## src/rtl/msi_directory_responder.sv

```systemverilog
// Two-processor MSI directory with eight lines. Each request is resolved in a
// single cycle, and its response and state update are registered on the same edge.
module msi_directory_responder (
    input  logic       Clock,
    input  logic       Resetn,
    input  logic [3:0] AddressTest,
    input  logic [1:0] WriteOrRead,
    input  logic [1:0] Processor,
    input  logic [3:0] DataTest,
    output logic       RespValid,
    output logic       RespHit,
    output logic [3:0] RespData,
    output logic [2:0] BusMsg,
    output logic [1:0] DirState,
    output logic [1:0] Sharers,
    output logic [1:0] L1State0,
    output logic [1:0] L1State1,
    output logic       ErrorFlag,
    output logic [7:0] HitCount,
    output logic [7:0] MissCount
);

    typedef enum logic [1:0] {
        L1_I = 2'b00,
        L1_S = 2'b01,
        L1_M = 2'b10
    } l1_state_e;

    typedef enum logic [1:0] {
        DIR_UNCACHED = 2'b00,
        DIR_SHARED   = 2'b01,
        DIR_MODIFIED = 2'b10
    } dir_state_e;

    typedef enum logic [2:0] {
        BUS_NONE        = 3'b000,
        BUS_READ_MISS   = 3'b001,
        BUS_WRITE_MISS  = 3'b010,
        BUS_INVALIDATE  = 3'b011,
        BUS_FETCH       = 3'b100,
        BUS_FETCH_INV   = 3'b101
    } bus_msg_e;

    typedef struct packed {
        logic [3:0]      mem_data;
        dir_state_e      dir;
        logic [1:0]      sharers;
        logic [1:0][1:0] l1;
        logic [1:0][3:0] cache;
    } line_t;

    typedef struct packed {
        logic       valid;
        logic       hit;
        logic [3:0] data;
        bus_msg_e   bus;
        dir_state_e dir;
        logic [1:0] sharers;
        logic [1:0] l1_0;
        logic [1:0] l1_1;
        logic       err;
    } resp_t;

    line_t      lines_q [8];
    line_t      lines_d [8];
    line_t      cur;
    line_t      nxt;
    resp_t      resp_q;
    resp_t      resp_d;
    logic [7:0] hit_count_q;
    logic [7:0] hit_count_d;
    logic [7:0] miss_count_q;
    logic [7:0] miss_count_d;
    logic [2:0] idx;
    logic       p;
    logic       q;

    // Codes 1..8 map onto line indices 0..7.
    assign idx = AddressTest[2:0] - 3'd1;
    assign p   = Processor[0];
    assign q   = ~Processor[0];

    always_comb begin
        // NOTE: every signal written here gets a default first so no latch is inferred.
        resp_d       = '0;
        lines_d      = lines_q;
        hit_count_d  = hit_count_q;
        miss_count_d = miss_count_q;
        cur          = lines_q[idx];
        nxt          = cur;

        if (AddressTest != 4'd0) begin
            resp_d.valid = 1'b1;
            if (AddressTest > 4'd8 || WriteOrRead[1] || Processor[1]) begin
                resp_d.err = 1'b1;
            end else begin
                if (!WriteOrRead[0]) begin
                    if (cur.l1[p] != L1_I) begin
                        resp_d.hit  = 1'b1;
                        resp_d.data = cur.cache[p];
                    end else if (cur.l1[q] == L1_M) begin
                        // Owner supplies the line, writing it back and sharing it.
                        resp_d.bus   = BUS_FETCH;
                        resp_d.data  = cur.cache[q];
                        nxt.mem_data = cur.cache[q];
                        nxt.cache[p] = cur.cache[q];
                        nxt.l1[p]    = L1_S;
                        nxt.l1[q]    = L1_S;
                        nxt.dir      = DIR_SHARED;
                        nxt.sharers  = 2'b11;
                    end else begin
                        resp_d.bus      = BUS_READ_MISS;
                        resp_d.data     = cur.mem_data;
                        nxt.cache[p]    = cur.mem_data;
                        nxt.l1[p]       = L1_S;
                        nxt.dir         = DIR_SHARED;
                        nxt.sharers[p]  = 1'b1;
                    end
                end else begin
                    if (cur.l1[p] == L1_M) begin
                        resp_d.hit = 1'b1;
                    end else if (cur.l1[p] == L1_S) begin
                        resp_d.bus = BUS_INVALIDATE;
                    end else if (cur.l1[q] == L1_M) begin
                        resp_d.bus   = BUS_FETCH_INV;
                        nxt.mem_data = cur.cache[q];
                    end else begin
                        resp_d.bus = BUS_WRITE_MISS;
                    end
                    resp_d.data  = DataTest;
                    nxt.cache[p] = DataTest;
                    nxt.l1[q]    = L1_I;
                    nxt.l1[p]    = L1_M;
                    nxt.dir      = DIR_MODIFIED;
                    nxt.sharers  = p ? 2'b10 : 2'b01;
                end

                resp_d.dir     = nxt.dir;
                resp_d.sharers = nxt.sharers;
                resp_d.l1_0    = nxt.l1[0];
                resp_d.l1_1    = nxt.l1[1];
                lines_d[idx]   = nxt;

                if (resp_d.hit) begin
                    if (hit_count_q != 8'hFF) hit_count_d = hit_count_q + 8'd1;
                end else begin
                    if (miss_count_q != 8'hFF) miss_count_d = miss_count_q + 8'd1;
                end
            end
        end
    end

    always_ff @(posedge Clock or negedge Resetn) begin
        if (!Resetn) begin
            // NOTE: sequential state uses non-blocking assignments so all flops update together.
            resp_q       <= '0;
            hit_count_q  <= '0;
            miss_count_q <= '0;
            // NOTE: the line store is a small flop array, so it is cleared by reset like any other state.
            for (int i = 0; i < 8; i++) lines_q[i] <= '0;
        end else begin
            resp_q       <= resp_d;
            hit_count_q  <= hit_count_d;
            miss_count_q <= miss_count_d;
            for (int i = 0; i < 8; i++) lines_q[i] <= lines_d[i];
        end
    end

    assign RespValid = resp_q.valid;
    assign RespHit   = resp_q.hit;
    assign RespData  = resp_q.data;
    assign BusMsg    = resp_q.bus;
    assign DirState  = resp_q.dir;
    assign Sharers   = resp_q.sharers;
    assign L1State0  = resp_q.l1_0;
    assign L1State1  = resp_q.l1_1;
    assign ErrorFlag = resp_q.err;
    assign HitCount  = hit_count_q;
    assign MissCount = miss_count_q;

endmodule

```

## config.mk

```make
export PLATFORM = sky130hd
export DESIGN_NAME = msi_directory_responder
export DESIGN_NICKNAME = d
export VERILOG_FILES = /design/src/rtl/msi_directory_responder.sv
export SDC_FILE = /design/constraint.sdc
export NUM_CORES = 1
export LEC_CHECK = 0
export ABC_AREA = 1
export CAP_MARGIN = 10
export CORE_ASPECT_RATIO = 1.1
export CORE_MARGIN = 2
export CORE_UTILIZATION = 49
export CTS_CLUSTER_SIZE = 16
export DETAILED_ROUTE_END_ITERATION = 16
export PLACE_DENSITY = 0.77
export SETUP_SLACK_MARGIN = 0.3
export SYNTH_ARGS = -nofsm -noshare
export SYNTH_HDL_FRONTEND = slang
export SYNTH_SLANG_ARGS = --single-unit
export TNS_END_PERCENT = 100
```

## constraint.sdc

```tcl
create_clock -name Clock -period 1.6 [get_ports Clock]
set_clock_uncertainty 0.05 [all_clocks]
set_input_delay 0.32 -clock Clock [delete_from_list [all_inputs] [get_ports Clock]]
set_output_delay 0.32 -clock Clock [all_outputs]
set_load 0.03 [all_outputs]
```

==> results.md <==
- Number of global-route vias before repair: between 10000 and 15000
- Highest Clock Rate: between 400 and 500 MHz
- Max-slew violation count: 0
- Post-route minimum period: around 2.2 ns
- Congestion Overflow GR: 0
- Setup TNS: -85.69 ns
- H-tree depth: 4
- Die footprint: ~22000 µm²
- Yosys cell types: 32
- Most repeated cell in the gate-level netlist after synthesis: nand2_1
- Final setup violation count: between 150 and 200
- Smallest setup slack after layout: -0.562 ns
- Placed cell area: 12100 µm²
- Cell area after synthesis: about 10000 µm²
- Synth Area in Adders: 0.00372
- Largest area contributor in the netlist: dfrtp_1
- Main flop type after synthesis: dfrtp_1
- Final cell area excluding filler cells: ~14000 µm²
- Required time worst endpoint: around 1.9 ns
- Sequential cell area: approximately 4900 µm²
- Series of cell instances along the critical path: nand2_1, nand2_1, nand2_1, nand2_1, nand2_2, nand2_4, nand2_2, nand2_4, nor2_4, buf_12, nor2_4, nor2_2, nand2_2, nand2_4, nand2_2, nand2_2
- Category of the worst setup path launch point: flop
- Buf/Inv on CP: 1
- Starting density of the core: 0.495
- Main combinational cell family by area after synthesis: simple AND/OR/NAND/NOR gates
- Failing checks: negative setup slack
- Cell repeated most along the worst path: nand2_2
- Number of enable-type register cells in the synthesized netlist: 0
- Largest fanout on the critical path: 8
- Max-cap check violation count: 0
- DRC violations left: 0
- Total of warnings raised by yosys: 0
- Area Growth Syn to Fin: 42.6%
- Global-route wire length before repair: approximately 52 mm
- Async S/R FF share, synth: 1.00
- Fillcell total: about 1400
- Global-route usage over all layers: 0.301
- Clock Root Buffer: clkbuf_16
- Fraction of synthesized cell area in xor and xnor cells: 0.0113
- Number of top-level pins: 48
- DPL Wire Length: approximately 21 mm
- TritonCTS clock tree: yes
- DIE HEIGHT: around 150 µm
- Sequential cell area fraction in the yosys report: 0.481
- Routed length per placed instance: approximately 20 µm
- Share of layout cells above drive strength 1: 0.358
- Slowest stage cell, crit path: dfrtp_1
- Share of the synthesized area in the top cell type: 0.481
- R2R setup slack: -0.56 ns
- Largest stage delay on the critical path: about 0.41 ns
- Post-route total power: 0.0173 W
- Final Hold Viols: 0
- Utilization after layout: 0.706
- CP delay by family, top: simple AND/OR/NAND/NOR gates
- Count of buffers from port buffering: between 40 and 50
- Clock insertion delay at the later pin of the skew report: about 0.45 ns
- Total via count after detailed routing: about 11000
- Synth Register Bits: roughly 190
- Actual slew at the worst max-slew pin: roughly 0.65 ns
- Clock Pin Slew Worst Setup and Hold Paths: 0.08 ns
- Area of the core: a little over 20000 µm²
- Unrepaired setup endpoints after global routing: true
- Largest net degree at the start of global routing: 42
- Cell row count: between 50 and 60
- Cell types with the highest counts after synthesis: nand2_1 (808), dfrtp_1 (194), nand3_1 (82)
- Net count reported at finish: 1601
- Max rail drop VDD: slightly above 0.8 mV
- Clock buffers created by TritonCTS: 17
- Net Count, Synth: around 1400
- Pre-CTS WS: -1.17 ns
- Number of optimization iterations in the first detailed-route pass: 7
- Clock tree buffer depth: 2
- Most area-consuming cells after synthesis: dfrtp_1 (48%), nand2_1 (30%), nand3_1 (4.1%)
- Pwr/cell area: 1200 nW/µm²
- Last weighted congestion value of the routability-driven placer: 0.899
- Iteration-0 DRC Markers: between 1500 and 2000
- Number of instances in the synthesized netlist: between 1000 and 1500
- Fraction of the mapped netlist area in simple logic gates: 0.398
- Multiplexer share of the synthesized area: 0
- Sinks on Clock Net: ~190
- Diode count: 0
- WS Path Type: reg -> reg
- Average instance area after synthesis: 7.18 µm²
- Worst setup EP type: flop
- Antenna violations before repair: 0
- Multi-input logic area: 6220 µm²
- Final clock period utilization by the worst path: 1.35
- Worst hold path class: in -> async
- Antenna Nets Post-Route: 0
- Drt via density: between 5 and 6
- Complex-gate fraction of the synthesized area: 0.0514
- Leak Pwr: roughly 7.5 nW
- Result of the run: finished with violations
- Worst max-slew margin expressed relative to the limit: 0.563
- Routed Wire Length: 37.8 mm
- Die span in x: about 140 µm
- Arrival time reported for the critical path endpoint: 2.49 ns
stage by stage:
stage                     instances  hold slack, ns
after floorplan                1405         -0.0256
after global placement         1776           0.236
after detailed placement       1776           0.233
after CTS                      1828           0.330
after global routing           1852           0.335
final                          1852           0.314
worst paths after layout:
| check | start | endpoint | cells after the start |
|---|---|---|---|
| setup / recovery | lines_q[151] | lines_q[45] | 16 |
| hold / removal | Resetn | HitCount[6] | 2 |
| setup reg to reg | lines_q[151] | lines_q[45] | 16 |
| hold reg to reg | lines_q[44] | lines_q[44] | 2 |
| max in group asynchronous | Resetn | lines_q[44] | 3 |
| min in group Clock | lines_q[44] | lines_q[44] | 2 |
repair_timing:
action / CTS / global route
setup endpoints to repair: 226 / 226
hold endpoints to repair: 33 / 0
hold buffers: 1 / 0
buffers inserted: 15 / 20
cloned: 5 / 4
resized for setup: 163 / 389
pin swaps: 54 / 91
power by group:
group | total (W) | internal, W | switching [W]
logic | 0.00655 | 0.00253 | 0.00402
clock network | 0.00421 | 0.00219 | 0.00202
registers | 0.00656 | 0.00588 | 0.000673
total | 0.0173 | 0.0106 | 0.00671
layout by cell type, fill, tap and decap left out, drive strengths merged, types with 9 or more instances in the layout:
| master | n |
|---|---|
| nand2 | 847 |
| buf | 201 |
| dfrtp | 194 |
| nand3 | 84 |
| inv | 50 |
| o21ai | 47 |
| nor2 | 46 |
| a21oi | 38 |
| clkbuf | 25 |
| xor2 | 11 |
| clkdlybuf4s50 | 9 |
per-layer routing:
metal,vias up,wire length (µm),global-route usage
met5,-,0,0
met4,0,2660,0.161
met3,222,3640,0.0424
met2,780,18100,0.492
met1,5313,13400,0.392
li1,4749,-,-
cell families after synthesis:
logic type / Yosys count
buf+inv: 109
compound gates: 97
fa+ha+maj: 3
xor+xnor: 13
flops: 194
simple gates: 989
registers in the layout, indices dropped and copies added (netlist names), 2 cells and up:
register / flops
HitCount: 8
BusMsg: 3
L1State0: 2
DirState: 2
MissCount: 8
RespData: 4
Sharers: 2
lines_q: 160
L1State1: 2
final cells by class:
cell class                 count  area share
timing repair inverter         1    0.000261
clock inverter                11     0.00739
timing repair buffer         216       0.152
multi-input combinational   1106       0.433
tap                          256      0.0223
inverter                      48      0.0164
sequential                   194       0.338
clock buffer                  20      0.0311
No activity file was read; power rests on OpenSTA's default activity.
